## src/rtl/operand_hazard_scoreboard_pkg.sv

```systemverilog
// Shared core definitions for operand forwarding and hazard tracking.
// The forward-select encoding is also consumed by the EX operand muxes.
package operand_hazard_scoreboard_pkg;

   localparam int FwdSelWidth = 3;

   typedef enum logic [FwdSelWidth-1:0] {
      FWD_RF      = 3'b000,
      FWD_MEM_ALU = 3'b001,
      FWD_MEM_LD  = 3'b010,
      FWD_WB      = 3'b100
   } fwd_sel_e;

endpackage

```

## src/rtl/operand_hazard_scoreboard_if.sv

```systemverilog
// ID/EX/MEM/WB control and long-op completion bundle seen by the hazard scoreboard.
// master = pipeline control driving it, slave = the scoreboard.
interface operand_hazard_scoreboard_if #(
   parameter int RegAddrWidth = 5,
   parameter int NumReadPorts = 2,
   parameter int MaxPending   = 4
);
   localparam int CntWidth = $clog2(MaxPending + 1);

   logic                                 id_valid_i;
   logic [NumReadPorts*RegAddrWidth-1:0] id_rs_i;
   logic [NumReadPorts-1:0]              id_rs_used_i;
   logic [RegAddrWidth-1:0]              id_rd_i;
   logic                                 id_rd_wr_i;
   logic                                 id_long_op_i;
   logic                                 flush_i;
   logic [NumReadPorts*RegAddrWidth-1:0] ex_rs_i;
   logic [RegAddrWidth-1:0]              ex_rd_i;
   logic                                 ex_rd_wr_i;
   logic                                 ex_load_i;
   logic [RegAddrWidth-1:0]              mem_rd_i;
   logic                                 mem_rd_wr_i;
   logic                                 mem_load_i;
   logic [RegAddrWidth-1:0]              wb_rd_i;
   logic                                 wb_rd_wr_i;
   logic                                 lop_done_i;
   logic [RegAddrWidth-1:0]              lop_done_rd_i;
   logic [NumReadPorts*3-1:0]            fwd_sel_o;
   logic                                 stall_o;
   logic                                 issue_o;
   logic [CntWidth-1:0]                  pend_cnt_o;
   logic                                 busy_o;

   modport master (
      output id_valid_i, id_rs_i, id_rs_used_i, id_rd_i, id_rd_wr_i, id_long_op_i, flush_i,
             ex_rs_i, ex_rd_i, ex_rd_wr_i, ex_load_i, mem_rd_i, mem_rd_wr_i, mem_load_i,
             wb_rd_i, wb_rd_wr_i, lop_done_i, lop_done_rd_i,
      input  fwd_sel_o, stall_o, issue_o, pend_cnt_o, busy_o
   );

   modport slave (
      input  id_valid_i, id_rs_i, id_rs_used_i, id_rd_i, id_rd_wr_i, id_long_op_i, flush_i,
             ex_rs_i, ex_rd_i, ex_rd_wr_i, ex_load_i, mem_rd_i, mem_rd_wr_i, mem_load_i,
             wb_rd_i, wb_rd_wr_i, lop_done_i, lop_done_rd_i,
      output fwd_sel_o, stall_o, issue_o, pend_cnt_o, busy_o
   );

endinterface

```

## src/rtl/operand_hazard_scoreboard_fwd_port_sel.sv

```systemverilog
// Bypass source selection for one EX read port; MEM outranks WB, register 0 never forwards.
module fwd_port_sel
   import operand_hazard_scoreboard_pkg::*;
#(
   parameter int RegAddrWidth = 5
) (
   input  logic [RegAddrWidth-1:0] rs,
   input  logic [RegAddrWidth-1:0] mem_rd,
   input  logic                    mem_wr,
   input  logic                    mem_load,
   input  logic [RegAddrWidth-1:0] wb_rd,
   input  logic                    wb_wr,
   output fwd_sel_e                sel
);

   always_comb begin
      sel = FWD_RF;
      if (rs != '0 && mem_wr && mem_rd == rs) begin
         sel = mem_load ? FWD_MEM_LD : FWD_MEM_ALU;
      end else if (rs != '0 && wb_wr && wb_rd == rs) begin
         sel = FWD_WB;
      end
   end

endmodule

```

## src/rtl/operand_hazard_scoreboard.sv

```systemverilog
// EX operand forwarding, load-use interlock and a per-register scoreboard for
// long-latency results that retire out of band.
module operand_hazard_scoreboard
   import operand_hazard_scoreboard_pkg::*;
#(
   parameter int RegAddrWidth = 5,
   parameter int NumReadPorts = 2,
   parameter int MaxPending   = 4
) (
   input logic                         clk,
   input logic                         rst_n,
   operand_hazard_scoreboard_if.slave  bus
);

   localparam int NumRegs  = 2 ** RegAddrWidth;
   localparam int CntWidth = $clog2(MaxPending + 1);
   localparam logic [CntWidth-1:0] CntMax = CntWidth'(MaxPending);

   logic [NumRegs-1:0]        pending;
   logic [CntWidth-1:0]       cnt;
   fwd_sel_e                  sel [NumReadPorts];
   logic [NumReadPorts*3-1:0] fwd_sel_flat;
   logic [NumReadPorts-1:0]   load_use_hit;
   logic [NumReadPorts-1:0]   raw_hit;
   logic                      waw_hit;
   logic                      cap_hit;
   logic                      stall;
   logic                      issue;
   logic                      cnt_inc;
   logic                      set_pend;

   for (genvar p = 0; p < NumReadPorts; p++) begin : g_port
      logic [RegAddrWidth-1:0] ex_rs;
      logic [RegAddrWidth-1:0] id_rs;

      assign ex_rs = bus.ex_rs_i[p*RegAddrWidth +: RegAddrWidth];
      assign id_rs = bus.id_rs_i[p*RegAddrWidth +: RegAddrWidth];

      fwd_port_sel #(.RegAddrWidth(RegAddrWidth)) u_sel (
         .rs       (ex_rs),
         .mem_rd   (bus.mem_rd_i),
         .mem_wr   (bus.mem_rd_wr_i),
         .mem_load (bus.mem_load_i),
         .wb_rd    (bus.wb_rd_i),
         .wb_wr    (bus.wb_rd_wr_i),
         .sel      (sel[p])
      );

      assign load_use_hit[p] = bus.id_rs_used_i[p] && id_rs != '0 && bus.ex_rd_wr_i &&
                               bus.ex_load_i && bus.ex_rd_i == id_rs;
      // pending[0] is never set, so register 0 cannot raise a RAW hit.
      assign raw_hit[p] = bus.id_rs_used_i[p] && pending[id_rs];
   end

   always_comb begin
      fwd_sel_flat = '0;
      for (int p = 0; p < NumReadPorts; p++) begin
         fwd_sel_flat[p*3 +: 3] = sel[p];
      end
   end

   assign waw_hit  = bus.id_rd_wr_i && bus.id_rd_i != '0 && pending[bus.id_rd_i];
   assign cap_hit  = bus.id_long_op_i && cnt == CntMax;
   assign stall    = bus.id_valid_i && (|load_use_hit || |raw_hit || waw_hit || cap_hit);
   assign issue    = bus.id_valid_i && !stall && !bus.flush_i;
   assign cnt_inc  = issue && bus.id_long_op_i;
   assign set_pend = cnt_inc && bus.id_rd_wr_i && bus.id_rd_i != '0;

   // Set after clear so an issue and completion on the same register leaves it pending.
   always_ff @(posedge clk or negedge rst_n) begin
      if (!rst_n) begin
         pending <= '0;
         cnt     <= '0;
      end else begin
         if (bus.lop_done_i) pending[bus.lop_done_rd_i] <= 1'b0;
         if (set_pend)       pending[bus.id_rd_i]       <= 1'b1;
         if (cnt_inc && !bus.lop_done_i) begin
            cnt <= cnt + CntWidth'(1);
         end else if (!cnt_inc && bus.lop_done_i && cnt != '0) begin
            cnt <= cnt - CntWidth'(1);
         end
      end
   end

   assign bus.fwd_sel_o  = fwd_sel_flat;
   assign bus.stall_o    = stall;
   assign bus.issue_o    = issue;
   assign bus.pend_cnt_o = cnt;
   assign bus.busy_o     = cnt != '0;

`ifndef SYNTHESIS
   lop_done_legal: assert property (@(posedge clk) disable iff (!rst_n)
      bus.lop_done_i |-> cnt != '0);
`endif

endmodule
```

## src/flat_wrapper.sv

```systemverilog
// flat-port wrapper written by rule: the top's interface ports become plain ports
module operand_hazard_scoreboard_flat import operand_hazard_scoreboard_pkg::*;
#(
   parameter int RegAddrWidth = 5,
   parameter int NumReadPorts = 2,
   parameter int MaxPending   = 4
)
  (clk, rst_n, bus_id_valid_i, bus_id_rs_i, bus_id_rs_used_i, bus_id_rd_i, bus_id_rd_wr_i, bus_id_long_op_i, bus_flush_i, bus_ex_rs_i, bus_ex_rd_i, bus_ex_rd_wr_i, bus_ex_load_i, bus_mem_rd_i, bus_mem_rd_wr_i, bus_mem_load_i, bus_wb_rd_i, bus_wb_rd_wr_i, bus_lop_done_i, bus_lop_done_rd_i, bus_fwd_sel_o, bus_stall_o, bus_issue_o, bus_pend_cnt_o, bus_busy_o);
  operand_hazard_scoreboard_if #(.RegAddrWidth(RegAddrWidth), .NumReadPorts(NumReadPorts), .MaxPending(MaxPending)) bus_i ();
  input logic clk;
  input logic rst_n;
  input wire logic [$bits(bus_i.id_valid_i)-1:0] bus_id_valid_i;
  input wire logic [$bits(bus_i.id_rs_i)-1:0] bus_id_rs_i;
  input wire logic [$bits(bus_i.id_rs_used_i)-1:0] bus_id_rs_used_i;
  input wire logic [$bits(bus_i.id_rd_i)-1:0] bus_id_rd_i;
  input wire logic [$bits(bus_i.id_rd_wr_i)-1:0] bus_id_rd_wr_i;
  input wire logic [$bits(bus_i.id_long_op_i)-1:0] bus_id_long_op_i;
  input wire logic [$bits(bus_i.flush_i)-1:0] bus_flush_i;
  input wire logic [$bits(bus_i.ex_rs_i)-1:0] bus_ex_rs_i;
  input wire logic [$bits(bus_i.ex_rd_i)-1:0] bus_ex_rd_i;
  input wire logic [$bits(bus_i.ex_rd_wr_i)-1:0] bus_ex_rd_wr_i;
  input wire logic [$bits(bus_i.ex_load_i)-1:0] bus_ex_load_i;
  input wire logic [$bits(bus_i.mem_rd_i)-1:0] bus_mem_rd_i;
  input wire logic [$bits(bus_i.mem_rd_wr_i)-1:0] bus_mem_rd_wr_i;
  input wire logic [$bits(bus_i.mem_load_i)-1:0] bus_mem_load_i;
  input wire logic [$bits(bus_i.wb_rd_i)-1:0] bus_wb_rd_i;
  input wire logic [$bits(bus_i.wb_rd_wr_i)-1:0] bus_wb_rd_wr_i;
  input wire logic [$bits(bus_i.lop_done_i)-1:0] bus_lop_done_i;
  input wire logic [$bits(bus_i.lop_done_rd_i)-1:0] bus_lop_done_rd_i;
  output wire logic [$bits(bus_i.fwd_sel_o)-1:0] bus_fwd_sel_o;
  output wire logic [$bits(bus_i.stall_o)-1:0] bus_stall_o;
  output wire logic [$bits(bus_i.issue_o)-1:0] bus_issue_o;
  output wire logic [$bits(bus_i.pend_cnt_o)-1:0] bus_pend_cnt_o;
  output wire logic [$bits(bus_i.busy_o)-1:0] bus_busy_o;
  assign bus_i.id_valid_i = bus_id_valid_i;
  assign bus_i.id_rs_i = bus_id_rs_i;
  assign bus_i.id_rs_used_i = bus_id_rs_used_i;
  assign bus_i.id_rd_i = bus_id_rd_i;
  assign bus_i.id_rd_wr_i = bus_id_rd_wr_i;
  assign bus_i.id_long_op_i = bus_id_long_op_i;
  assign bus_i.flush_i = bus_flush_i;
  assign bus_i.ex_rs_i = bus_ex_rs_i;
  assign bus_i.ex_rd_i = bus_ex_rd_i;
  assign bus_i.ex_rd_wr_i = bus_ex_rd_wr_i;
  assign bus_i.ex_load_i = bus_ex_load_i;
  assign bus_i.mem_rd_i = bus_mem_rd_i;
  assign bus_i.mem_rd_wr_i = bus_mem_rd_wr_i;
  assign bus_i.mem_load_i = bus_mem_load_i;
  assign bus_i.wb_rd_i = bus_wb_rd_i;
  assign bus_i.wb_rd_wr_i = bus_wb_rd_wr_i;
  assign bus_i.lop_done_i = bus_lop_done_i;
  assign bus_i.lop_done_rd_i = bus_lop_done_rd_i;
  assign bus_fwd_sel_o = bus_i.fwd_sel_o;
  assign bus_stall_o = bus_i.stall_o;
  assign bus_issue_o = bus_i.issue_o;
  assign bus_pend_cnt_o = bus_i.pend_cnt_o;
  assign bus_busy_o = bus_i.busy_o;
  operand_hazard_scoreboard #(.RegAddrWidth(RegAddrWidth), .NumReadPorts(NumReadPorts), .MaxPending(MaxPending)) u_core (.clk(clk), .rst_n(rst_n), .bus(bus_i));
endmodule
```

## config.mk

```make
export PLATFORM = sky130hd
export DESIGN_NAME = operand_hazard_scoreboard_flat
export DESIGN_NICKNAME = d
export VERILOG_FILES = /design/src/rtl/operand_hazard_scoreboard_pkg.sv /design/src/rtl/operand_hazard_scoreboard_if.sv /design/src/rtl/operand_hazard_scoreboard_fwd_port_sel.sv /design/src/rtl/operand_hazard_scoreboard.sv /design/src/flat_wrapper.sv
export SDC_FILE = /design/constraint.sdc
export NUM_CORES = 1
export LEC_CHECK = 0
export CAP_MARGIN = 5
export CORE_AREA = 2 2 88 69
export DETAILED_ROUTE_END_ITERATION = 10
export DIE_AREA = 0 0 90 71
export GPL_TIMING_DRIVEN = 0
export PLACE_DENSITY = 0.86
export REMOVE_ABC_BUFFERS = 1
export SKIP_CTS_REPAIR_TIMING = 1
export SLEW_MARGIN = 20
export SYNTH_ARGS = -nofsm -noshare
export SYNTH_HDL_FRONTEND = slang
export SYNTH_SLANG_ARGS = --single-unit
```

## constraint.sdc

```tcl
create_clock -name clk -period 7.22 [get_ports clk]
set_clock_uncertainty 0.15 [all_clocks]
set_input_delay 1.083 -clock clk [delete_from_list [all_inputs] [get_ports clk]]
set_output_delay 1.083 -clock clk [all_outputs]
set_load 0.05 [all_outputs]
```

==> results <==
worst min-delay path by stage:
stage	start	endpoint	slack, ns	cells past startpoint
floorplan	u_core.pending[0]	u_core.pending[0]	0.35	1
global placement	u_core.pending[0]	u_core.pending[0]	0.37	1
detailed placement	u_core.pending[0]	u_core.pending[0]	0.38	1
CTS	u_core.pending[0]	u_core.pending[0]	0.40	1
global route	rst_n	u_core.pending[27]	0.42	1
finish	u_core.pending[0]	u_core.pending[0]	0.41	1
critical path, stage by stage:
cell             delay [ns]
clkdlybuf4s50_1        0.94
mux4_1                 0.66
a32o_1                 0.31
o41ai_2                0.24
a21oi_1                0.12
nor4_4                 0.37
or2b_1                 0.28
nor3b_1                0.21
clkdlybuf4s50_1        0.83
cell families after synthesis:
kind of cell,count (synthesis),share of synthesized area (%)
fa+ha+maj,1,0.675
simple gates,87,18.4
compound gates,85,18.2
buf+inv,17,3.46
mux,44,20.5
flops,35,29.5
xor+xnor,31,9.16
cell usage after synthesis, types with 2 or more instances:
cell type,count,area [um^2]
a21oi_1,2,10.0
and2_1,4,25.0
buf_6,5,56.3
clkbuf_1,6,22.5
dfrtp_1,35,876
inv_1,5,18.8
mux2_2,2,22.5
mux2i_1,30,300
mux4_1,4,105
mux4_2,8,180
nand2_1,8,30.0
nand3_1,5,25.0
nand3b_1,8,60.1
nand4_1,8,50.1
nor2_1,10,37.5
nor2b_1,5,31.3
nor3_1,5,25.0
nor3b_1,2,15.0
nor4_1,9,56.3
o21ai_0,40,200
o21ai_1,15,75.1
o21ai_2,9,78.8
o22ai_1,8,50.1
or3_1,9,56.3
or3b_2,4,35.0
or4_1,3,22.5
xnor2_1,26,228
xor2_1,5,43.8
power breakdown:
part / total, uW / switching (uW) / leakage (uW) / internal (uW)
sequential: 247 / 31.4 / 0.000478 / 216
combinational: 265 / 142 / 0.000924 / 123
clock: 183 / 79.8 / 0.0000581 / 103
total: 695 / 253 / 0.00146 / 442
state kept, by name, indices dropped and copies added, names as in the netlist:
signal / count
u_core.pending: 32
u_core.bus.pend_cnt_o: 3
layer usage:
layer | wire, um | track usage (%)
met5 | 0 | 0
met4 | 333 | 9.06
met3 | 1050 | 7.03
met2 | 4030 | 49.0
met1 | 3720 | 40.4
through the flow:
| stage | util (%) | hold slack, ns | setup WS (ns) | power [uW] |
|---|---|---|---|---|
| 4_1_cts | 68.1 | 0.405 | 0.966 | 692 |
| 6_report | 68.1 | 0.411 | 0.937 | 695 |
| 5_1_grt | 68.1 | 0.420 | 0.774 | 727 |
| 3_3_place_gp | 65.9 | 0.371 | 1.07 | 500 |
| 2_1_floorplan | - | 0.350 | 2.04 | 400 |
| 3_5_place_dp | 66.1 | 0.382 | 0.956 | 514 |
area by class of cell:
cell class,instances,area [um^2]
fillers,454,1780
repair buffers,71,711
clock inverters,3,43.8
inverters,5,18.8
multi-input cells,248,1990
flip-flops and latches,35,876
well taps,78,97.6
clock buffers,5,68.8
cell usage in the layout, fill, tap and decap left out, types with 2 or more instances in the layout:
| master | n |
|---|---|
| mux2i_1 | 30 |
| a21oi_1 | 2 |
| nor4_1 | 9 |
| mux2_2 | 2 |
| buf_2 | 2 |
| and2_1 | 4 |
| xor2_1 | 5 |
| or3_1 | 9 |
| or4_1 | 3 |
| xnor2_1 | 26 |
| o21ai_1 | 15 |
| nor3b_1 | 2 |
| nand2_1 | 8 |
| mux4_1 | 4 |
| clkdlybuf4s50_1 | 68 |
| o21ai_0 | 40 |
| nor3_1 | 5 |
| nand3_1 | 5 |
| clkbuf_8 | 5 |
| o22ai_1 | 8 |
| dfrtp_1 | 35 |
| nand3b_1 | 8 |
| nor2b_1 | 5 |
| inv_1 | 5 |
| nor2_1 | 10 |
| o21ai_2 | 9 |
| mux4_2 | 8 |
| or3b_2 | 4 |
| nand4_1 | 8 |
==> metrics.cfg <==
[detailed_routing]
drtAntennaViolNets = 0
route.vias.total = 2951
wl_per_cell_um = 20.5
drtIter0Drc = 334
wirelength_mm = 9.13
post_drt_via_cell_ratio = 6.63
drc_errors = 0
drt-pass1-iter-count = 5

[logic_synthesis]
ys_seq_area_share_pct = 29.5
async_reset_ff_share_pct = 100
synth.ff_latch_count = 35
syn_avg_cell_area_um2 = 9.88
ys_warn_count = 0
synth_flop_cell = dfrtp_1
post_synth_num_cell_types = 48
netlist_instances = 300
synth_edf_count = 0
synth.cell_area_um2 = 2960

[run_status]
outcome = finished clean

[cells_and_area]
stdcell_count = 445
nets = 426
design_area_um2 = 3800
drive_gt1_share_pct = 10.9
insertedDiodeCount = 0
synthToLayoutAreaGrowth_pct = 28.2

[sta]
tns_ns = 0
worst-slew-pin-transition_ns = 0.809
slew_viol_final = 0
rsz0062_at_grt = no
fin_crit_sh_pct = 87.0
fmax_mhz = 159
hold_violations = 0
min_period_ns = 6.28
setup_viol_count_final = 0
slew-limit-headroom_pct = 45.9

[critical_path]
end_kind = output port
crit_fanout = 12
r2r_cells = 10
crit_path_start_kind = input pin
reg2reg_slack_ns = 3.69
cp.arrival_ns = 5.05
cp.required_ns = 5.99
crit_start = bus_id_rs_i[0]
crit_type = input pin to output port
crit-reg2reg-launch = u_core.pending[25]
reg2reg_to = u_core.bus.pend_cnt_o[2]
crit_path_end = bus_issue_o

[global_routing]
grt_antenna_before_repair = 0
grt_pass1_vias = 2935
grtUsageTotal_pct = 30.0
overflow = 0
grt_pass1_wl_mm = 15.2
grt_max_degree = 34

[place]
place_inst = 437
dpl.hpwl_mm = 6.87
io_buffers = 70
dpl_cell_area_um2 = 3690
gp_congestion = 0.977

[flow_run]
max_cap_violations = 0

[power]
p_leak_uw = 0.00146
peakVddDrop_uv = 77.2
p_per_area_nw_per_um2 = 183

[clocking]
clk_pin_slew_ns = 0.08
clockBufferDepth = 2
cts_buffers = 5
htreeDepth = 2
root_buffer = clkbuf_8
clock-sinks = 35
clock_latency_ns = 0.30
cts_tree = built

[floorplanning]
ios = 71
start_util_pct = 53.1
core_area_um2 = 5590
fp.dieW_um = 90
die_area_um2 = 6390
dieHeight_um = 71
rows = 24

[hold_path]
hold_path_class = flip-flop to flip-flop

No activity file was read; power rests on OpenSTA's default activity.
